[src/rtl/imm_mov_sequencer.sv]
// ---------------------------------------------------------------------------
// imm_mov_sequencer
//   Turns a 64-bit constant plus a destination register into the shortest
//   MOVZ/MOVK instruction sequence that rebuilds that constant. The first
//   word is always a MOVZ. Each later word is a MOVK. Halfwords are emitted
//   in ascending order. Each emitted word decodes back to its halfword of
//   the constant through the MOVZ/MOVK path.
//
//   Ports
//     clk        in   1   clock, rising edge
//     rst        in   1   asynchronous active-high reset
//     in_valid   in   1   in_value/in_rd valid
//     in_ready   out  1   block can accept a constant (IDLE only)
//     in_value   in   64  constant to materialise
//     in_rd      in   5   destination register -> instr[4:0]
//     out_valid  out  1   out_instr valid
//     out_ready  in   1   consumer accepts out_instr
//     out_instr  out  32  {opc[8:0], hw[1:0], imm16[15:0], rd[4:0]}
//     out_last   out  1   final instruction of the sequence
//     busy       out  1   sequence in progress
//
//   state | meaning
//   ------+------------------------------------------------------------
//   IDLE  | waiting for a constant, in_ready=1
//   EMIT  | presenting words, one per accepted handshake, busy=1
// ---------------------------------------------------------------------------
module imm_mov_sequencer #(
    parameter logic [8:0] MOVZ_OPC  = 9'b110100101,
    parameter logic [8:0] MOVK_OPC  = 9'b111100101,
    parameter bit         SKIP_ZERO = 1'b1
) (
    input  logic        clk,
    input  logic        rst,
    input  logic        in_valid,
    output logic        in_ready,
    input  logic [63:0] in_value,
    input  logic [4:0]  in_rd,
    output logic        out_valid,
    input  logic        out_ready,
    output logic [31:0] out_instr,
    output logic        out_last,
    output logic        busy
);

    typedef enum logic {
        IDLE = 1'b0,
        EMIT = 1'b1
    } state_t;

    state_t      state;
    logic [63:0] value_q;
    logic [4:0]  rd_q;
    logic [3:0]  mask_q;     // halfwords still to be emitted, including the one on out_instr

    logic [3:0]  in_mask;
    logic [3:0]  accept_mask;
    logic [3:0]  next_mask;

    // Lowest pending halfword. An empty mask maps to hw0, which gives the
    // single "MOVZ hw=0 imm=0" used for a zero constant.
    function automatic logic [1:0] low_hw(input logic [3:0] m);
        logic [1:0] hw;
        if (m[0])      hw = 2'd0;
        else if (m[1]) hw = 2'd1;
        else if (m[2]) hw = 2'd2;
        else if (m[3]) hw = 2'd3;
        else           hw = 2'd0;
        return hw;
    endfunction

    function automatic logic [31:0] encode(input logic [8:0]  opc,
                                           input logic [63:0] value,
                                           input logic [4:0]  rd,
                                           input logic [3:0]  m);
        logic [1:0] hw;
        hw = low_hw(m);
        return {opc, hw, value[{hw, 4'b0000} +: 16], rd};
    endfunction

    // True when at most one bit is set. The word on the output is then the last one.
    function automatic logic single(input logic [3:0] m);
        return (m & (m - 4'd1)) == 4'd0;
    endfunction

    always_comb begin
        for (int i = 0; i < 4; i++) begin
            in_mask[i] = (in_value[16*i +: 16] != 16'h0000);
        end
        accept_mask = SKIP_ZERO ? in_mask : 4'hF;
        next_mask   = mask_q & (mask_q - 4'd1);   // drop the word just handed over
    end

    assign in_ready = (state == IDLE);
    assign busy     = (state == EMIT);

    always_ff @(posedge clk or posedge rst) begin
        if (rst) begin
            state     <= IDLE;
            value_q   <= '0;
            rd_q      <= '0;
            mask_q    <= '0;
            out_valid <= 1'b0;
            out_instr <= '0;
            out_last  <= 1'b0;
        end else begin
            case (state)
                IDLE: begin
                    if (in_valid) begin
                        value_q   <= in_value;
                        rd_q      <= in_rd;
                        mask_q    <= accept_mask;
                        // The first word is built straight from the inputs.
                        // This gives one cycle of latency to the first out_valid.
                        out_valid <= 1'b1;
                        out_instr <= encode(MOVZ_OPC, in_value, in_rd, accept_mask);
                        out_last  <= single(accept_mask);
                        state     <= EMIT;
                    end
                end
                EMIT: begin
                    if (out_valid && out_ready) begin
                        if (out_last) begin
                            out_valid <= 1'b0;
                            out_instr <= '0;
                            out_last  <= 1'b0;
                            mask_q    <= '0;
                            state     <= IDLE;
                        end else begin
                            mask_q    <= next_mask;
                            out_instr <= encode(MOVK_OPC, value_q, rd_q, next_mask);
                            out_last  <= single(next_mask);
                        end
                    end
                end
                default: begin
                    state     <= IDLE;
                    out_valid <= 1'b0;
                    out_last  <= 1'b0;
                end
            endcase
        end
    end

endmodule

[config.mk]
export PLATFORM = sky130hd
export DESIGN_NAME = imm_mov_sequencer
export DESIGN_NICKNAME = d
export VERILOG_FILES = /design/src/rtl/imm_mov_sequencer.sv
export SDC_FILE = /design/constraint.sdc
export NUM_CORES = 1
export LEC_CHECK = 0
export BUFFER_PORTS_ARGS = -buffer_cell sky130_fd_sc_hd__buf_2
export CAP_MARGIN = 25
export CELL_PAD_IN_SITES_DETAIL_PLACEMENT = 2
export CELL_PAD_IN_SITES_GLOBAL_PLACEMENT = 2
export CORE_UTILIZATION = 32
export DETAILED_ROUTE_END_ITERATION = 16
export PLACE_DENSITY_LB_ADDON = 0.1
export SLEW_MARGIN = 20
export SYNTH_ARGS = -nofsm -noshare
export SYNTH_HDL_FRONTEND = slang
export SYNTH_SLANG_ARGS = --single-unit
[constraint.sdc]
create_clock -name clk -period 3.5 [get_ports clk]
set_clock_uncertainty 0.15 [all_clocks]
set_input_delay 0 -clock clk [delete_from_list [all_inputs] [get_ports clk]]
set_output_delay 0 -clock clk [all_outputs]
set_load 0.03 [all_outputs]
==> run_results.csv, run 1 <==
group,metric,value,unit
status,status,"finished, final reports clean",
worst_setup_path,endpoint_kind,"flop",
routing,via_count,4960,
die,die_height,126,µm
final_layout,num_antenna_cells,0,
final_layout,drive_gt1_frac,0.189,
placement,gp_congestion,0.782,
global_routing,grt_max_degree,75,
pwr,powerDensity,779,nW/µm²
placement,dp_slack,0.832,ns
clocking,postCtsSetupRepairBufs,0,
logic_synthesis,post-synth-top-area-cell,"dfrtp_1",
clocking,clock_sinks,101,
final_layout,postLayoutCellArea,6690,µm²
die,std_cell_rows,45,
clocking,clkSlewWorstSetupHoldPaths,0.07,ns
placement,placed_area,5600,µm²
logic_synthesis,synth_edf_count,0,
global_routing,grt_pass1_vias,5617,
logic_synthesis,syn_avg_cell_area,8.78,µm²
global_routing,antenna_found_initial,0,
sta,drv_slew,0,
clocking,cts.htree.levels,3,
worst_setup_path,arrival,3.00,ns
logic_synthesis,synth-seq-cells,101,
pwr,report.power.total,5.21,mW
logic_synthesis,syn_area,4940,µm²
worst_setup_path,r2r_cells,5,
sta,maxSlewHeadroom,0.430,
global_routing,gr-total-overflow,0,
sta,finalSetupViolCount,0,
sta,worst_slack,0.642,ns
final_layout,area_delta_synth_final,35.3,%
clocking,clkLatencyLatePin,0.35,ns
logic_synthesis,synthTopCellsByArea,"dfrtp_1 51%, nand2_1 17%, mux2i_1 3.6%, o22a_1 3.0%, a221oi_1 2.8%",
sta,period_share,0.817,
placement,dpl.hpwl,12.5,mm
clocking,ctsRootBufferMaster,"clkbuf_16",
logic_synthesis,ys_seq_area_frac,0.511,
logic_synthesis,synth.distinct_cells,40,
sta,tns,0,ns
die,coreArea,15100,µm²
worst_hold_path,min_path_type,"in -> async",
flow_run,cap_viol_max_count,0,
logic_synthesis,synth_top_area_share,0.511,
sta,timing.fmax,0.350,GHz
sta,worstMarginPinSlew,0.847,ns
placement,place_inst,828,
sta,rsz0062_at_grt,"false",
routing,wirelength,20.4,mm
routing,ant_nets,0,
logic_synthesis,synthFlopType,"dfrtp_1",
logic_synthesis,synthCells,563,
die,boundaryPins,109,
sta,hold_violations,0,
routing,drt_iter0_drc,257,
routing,wl_per_cell,22.2,µm
pwr,leakagePower,3.22,nW
die,die_area,16000,µm²
logic_synthesis,netlist_top_cells_count,"224 x nand2_1, 101 x dfrtp_1, 23 x clkbuf_1, 22 x nor2_1",
logic_synthesis,postSynth.asyncResetShare,1.00,
logic_synthesis,synth.most_common_cell,"nand2_1",
global_routing,grt_pass1_wl,32.5,mm
pwr,ir_drop,0.296,mV
global_routing,track_usage,0.271,
final_layout,nets,798,
logic_synthesis,yosys_warnings,0,
clocking,tritoncts,"yes",
routing,drc_errors,0,
die,initial_core_util,0.326,
worst_setup_path,critPathRequiredTime,3.64,ns
clocking,cts-buffers-inserted,9,
sta,fin_crit,2.86,ns
worst_setup_path,cp_max_fo,15,
die,die_w,126,µm
final_layout,finalNonFillerCells,918,
worst_setup_path,startpoint_type,"primary input",
routing,viasPerCell,5.40,
routing,drtPass1Iterations,4,
placement,numPortBuffers,105,
worst_setup_path,critical_path_class,"in -> reg",
clocking,clock_path_buffers,2,
==> per-layer routing <==
metal / part of all wire / routed length [µm] / GRT usage / vias to the layer above
met1: 0.43 / 8680 / 0.334 / 2517
li1: - / - / - / 2276
met5: 0 / 0 / 0 / -
met3: 0.034 / 690 / 0.0392 / 40
met2: 0.51 / 10400 / 0.470 / 127
met4: 0.031 / 639 / 0.125 / 0
==> per-stage QoR <==
step	utilization	hold slack [ns]
floorplan	-	-0.0446
global placement	0.370	0.0656
detailed placement	0.370	0.0710
CTS	0.440	0.246
global route	0.442	0.132
finish	0.442	0.0781
==> area by class of cell <==
cell class | count | area [µm²]
sequential | 101 | 2530
tap | 188 | 235
clock buffer | 12 | 246
multi-input combinational | 417 | 2200
fill | 1649 | 8460
timing repair buffer | 191 | 1370
clock inverter | 4 | 95.1
inverter | 5 | 21.3
==> registers in the layout, summed over array words and instances, names as in the netlist <==
signal / cells
value_q: 64
out_last: 1
mask_q: 4
out_valid: 1
busy: 1
out_instr: 25
rd_q: 5
==> power breakdown <==
group          switching, mW  internal [mW]  leakage (nW)
Clock                  0.460          0.719         0.167
Combinational           1.25          0.709          1.80
Sequential             0.373           1.71          1.25
Total                   2.08           3.13          3.22
==> worst paths after layout <==
check	from	end	slack [ns]
worst max-delay path	in_value[3]	out_instr[5]	0.64
worst min register to register	value_q[25]	value_q[25]	0.33
worst min-delay path	rst	out_instr[30]	0.08
max in group asynchronous	rst	value_q[62]	2.20
worst max register to register	busy	out_instr[12]	1.16
min in group clk	in_rd[2]	rd_q[2]	0.25
==> worst max-delay path: stages <==
cell,delay (ns)
dlygate4sd3_1,0.56
buf_2,0.16
nor4_1,0.75
nand4_1,0.32
inv_1,0.21
nand2_1,0.45
o211ai_1,0.37
o22a_1,0.17
==> cell families after synthesis <==
| logic type | after synthesis | share of synthesized area |
|---|---|---|
| AND/OR/NAND/NOR | 280 | 0.231 |
| AO/OA/AOI/OAI | 116 | 0.171 |
| flip-flops | 101 | 0.511 |
| buffers and inverters | 47 | 0.0491 |
| multiplexers | 18 | 0.0364 |
| other | 1 | 0.000758 |
==> what timing repair did <==
action                                  in CTS  in global routing
hold buffers                                73                  0
hold endpoints to repair                   164                  0
gates resized for setup                      0                  0
endpoints found under the setup margin       0                  0
==> placed cells by master (no fill, tap or decap), drive strengths merged, types with 2 or more instances in the layout <==
cell type,count
a221oi,16
dfrtp,101
and4,3
o21ai,17
nor3,2
nand4,3
clkinv,2
nand2,224
clkbuf,12
inv,4
conb,3
nor4,16
o211ai,16
a22oi,6
nand2b,2
nor2b,2
a21oi,18
a21o,4
o221ai,16
o22a,17
nor2,23
and2,2
buf,118
mux2i,18
dlygate4sd3,73
bufinv,3
(Power assumes the default switching activity.)
==> run 2, diff against run 1 <==
--- a/config.mk
+++ b/config.mk
@@ -5,11 +5,12 @@
 export SDC_FILE = /design/constraint.sdc
 export NUM_CORES = 1
 export LEC_CHECK = 0
+export ABC_AREA = 1
 export BUFFER_PORTS_ARGS = -buffer_cell sky130_fd_sc_hd__buf_2
 export CAP_MARGIN = 25
 export CELL_PAD_IN_SITES_DETAIL_PLACEMENT = 2
 export CELL_PAD_IN_SITES_GLOBAL_PLACEMENT = 2
-export CORE_UTILIZATION = 32
+export CORE_UTILIZATION = 31
 export DETAILED_ROUTE_END_ITERATION = 16
 export PLACE_DENSITY_LB_ADDON = 0.1
 export SLEW_MARGIN = 20
==> constraint.sdc (replaced) <==
create_clock -name clk -period 2.9 [get_ports clk]
set_clock_uncertainty 0.15 [all_clocks]
set_input_delay 0 -clock clk [delete_from_list [all_inputs] [get_ports clk]]
set_output_delay 0 -clock clk [all_outputs]
set_load 0.03 [all_outputs]
==> run_results.csv, run 2 <==
group,metric,value,unit
worst_setup_path,arrival,2.52,ns
sta,drv_slew,0,
logic_synthesis,synthCells,799,
worst_setup_path,crit_chain,"dlygate4sd3_1 > buf_2 > inv_1 > nand3_1 > nor2_1 > nand2_1 > nand2_1 > nand2_4 > nand2_4 > nand2_1 > nand3_2 > nand2_1 > nand2_1 > a21oi_2",
worst_setup_path,startpoint_type,"primary input",
worst_setup_path,endpoint_kind,"flop",
placement,numPortBuffers,105,
placement,dpl.hpwl,16.0,mm
worst_setup_path,cpMostUsedCell,"nand2_1",
clocking,cts-buffers-inserted,9,
clocking,cts.htree.levels,3,
clocking,tritoncts,"yes",
placement,gp_congestion,0.821,
clocking,clock_path_buffers,2,
final_layout,utilization,0.414,
sta,whs,-0.00184,ns
global_routing,grt_pass1_wl,35.6,mm
sta,finalSetupViolCount,0,
final_layout,area_delta_synth_final,30.5,%
sta,rsz0062_at_grt,"false",
worst_setup_path,max_stage_delay,0.52,ns
logic_synthesis,synth.distinct_cells,34,
worst_hold_path,min_path_type,"in -> async",
logic_synthesis,synthFlopType,"dfrtp_1",
worst_setup_path,cp_max_fo,33,
final_layout,final_common_cell,"nand2_1",
logic_synthesis,postSynth.asyncResetShare,1.00,
routing,drtPass1Iterations,4,
worst_setup_path,cpMaxStageDelayCell,"dlygate4sd3_1",
clocking,clock_sinks,101,
global_routing,track_usage,0.254,
clocking,clkSlewWorstSetupHoldPaths,0.08,ns
logic_synthesis,synthTopCellsByArea,"dfrtp_1 44%, nand2_1 14%, nor2_1 7.9%, o21ai_0 5.3%, nand3_1 4.5%",
final_layout,finalNonFillerCells,1192,
worst_setup_path,path_buf_inv,3,
routing,drt_iter0_drc,189,
logic_synthesis,post-synth-top-area-cell,"dfrtp_1",
pwr,ir_drop,0.294,mV
logic_synthesis,synth.most_common_cell,"nand2_1",
logic_synthesis,synth_top_area_share,0.442,
clocking,ctsRootBufferMaster,"clkbuf_16",
sta,timing.fmax,0.413,GHz
die,initial_core_util,0.317,
pwr,leakagePower,3.86,nW
logic_synthesis,synth_edf_count,0,
sta,tns,0,ns
flow_run,cap_viol_max_count,0,
routing,drc_errors,0,
final_layout,largestRegisters,"value_q x64, out_instr x25, rd_q x5",
die,std_cell_rows,49,
logic_synthesis,netlist_top_cells_count,"217 x nand2_1, 120 x nor2_1, 101 x dfrtp_1, 66 x inv_1, 61 x o21ai_0",
logic_synthesis,synth-seq-cells,101,
sta,period_share,0.834,
sta,maxSlewHeadroom,0.493,
die,die_height,138,µm
die,die_w,138,µm
final_layout,n_fill_cell,2149,
worst_setup_path,crit_family,"simple AND/OR/NAND/NOR gates",
final_layout,mostFrequentLayoutCells,"216 x nand2_1, 120 x nor2_1, 105 x buf_2",
routing,wirelength,22.7,mm
pwr,powerDensity,435,nW/µm²
global_routing,antenna_found_initial,0,
global_routing,grt_pass1_vias,6429,
die,die_area,19000,µm²
placement,place_inst,1099,
logic_synthesis,syn_avg_cell_area,7.16,µm²
worst_setup_path,critical_path_class,"in -> reg",
routing,viasPerCell,4.93,
global_routing,grt_max_degree,80,
routing,ant_nets,0,
clocking,postCtsSetupRepairBufs,0,
die,boundaryPins,109,
sta,fin_crit,2.42,ns
logic_synthesis,yosys_warnings,0,
pwr,report.power.total,3.25,mW
status,status,"complete, but fails checks",
final_layout,largest_reg_flops,64,
worst_setup_path,critPathRequiredTime,3.00,ns
routing,wl_per_cell,19.0,µm
final_layout,num_antenna_cells,0,
global_routing,gr-total-overflow,0,
sta,worstMarginPinSlew,0.756,ns
status,violations,"negative hold slack",
logic_synthesis,ys_seq_area_frac,0.442,
routing,via_count,5879,
sta,hold_violations,1,
final_layout,regMostFlops,"value_q",
final_layout,nets,1031,
clocking,clkLatencyLatePin,0.36,ns
logic_synthesis,syn_area,5720,µm²
die,coreArea,18000,µm²
final_layout,drive_gt1_frac,0.202,
[run 2: worst min-delay path: stages]
cell and delay, ns:
dlygate4sd3_1 0.53, buf_2 0.13, inv_4 0.25
[run 2: final cells by class]
class / instances / area [µm²] / share of cell area
sequential: 101 / 2530 / 0.338
multi-input combinational: 552 / 2520 / 0.337
timing repair buffer: 196 / 1450 / 0.194
inverter: 98 / 370 / 0.0496
tap: 229 / 287 / 0.0384
clock buffer: 12 / 267 / 0.0357
clock inverter: 4 / 52.6 / 0.00704
[run 2: worst paths after layout]
path	start	endpoint	slack [ns]	cells past startpoint
setup / recovery	in_value[62]	out_instr[6]	0.48	14
hold / removal	rst	value_q[33]	-0.002	3
setup reg to reg	mask_q[0]	out_instr[15]	0.59	13
hold reg to reg	rd_q[3]	rd_q[3]	0.33	2
max in group asynchronous	rst	out_instr[20]	1.81	4
min in group clk	in_rd[4]	out_instr[4]	0.32	4
[run 2: power by group]
group | switching, mW | internal, mW | total, mW
logic | 0.283 | 0.177 | 0.460
clock network | 0.604 | 0.747 | 1.35
registers | 0.0144 | 1.43 | 1.44
total | 0.901 | 2.35 | 3.25
[run 2: cells by family after synthesis]
group                  count (synthesis)  synth area share
AOI/OAI and AO/OA                    133             0.127
buffers and inverters                148             0.121
DFF                                  101             0.442
other                                  1          0.000655
and+or+nand+nor                      416             0.310
[run 2: through the flow]
step / hold WS (ns) / setup WS, ns / cell area [µm²]
floorplan: -0.00545 / 0.103 / 5730
global placement: -0.158 / 0.632 / 6360
detailed placement: -0.158 / 0.573 / 6380
CTS: 0.00720 / 0.484 / 7470
global route: 0.0366 / 0.317 / 7470
finish: -0.00184 / 0.481 / 7470
[run 2: layer usage]
layer	wire, µm	share of wire	track usage	vias to the layer above
li1	-	-	-	2797
met1	9570	0.42	0.297	2925
met2	11900	0.52	0.466	121
met3	547	0.024	0.0318	36
met4	656	0.029	0.101	0
met5	0	0	0	-
[run 2: what timing repair did]
| item | in CTS | in global routing |
|---|---|---|
| hold endpoints to repair | 192 | 0 |
| hold buffers | 77 | 0 |
| gates resized for setup | 0 | 0 |
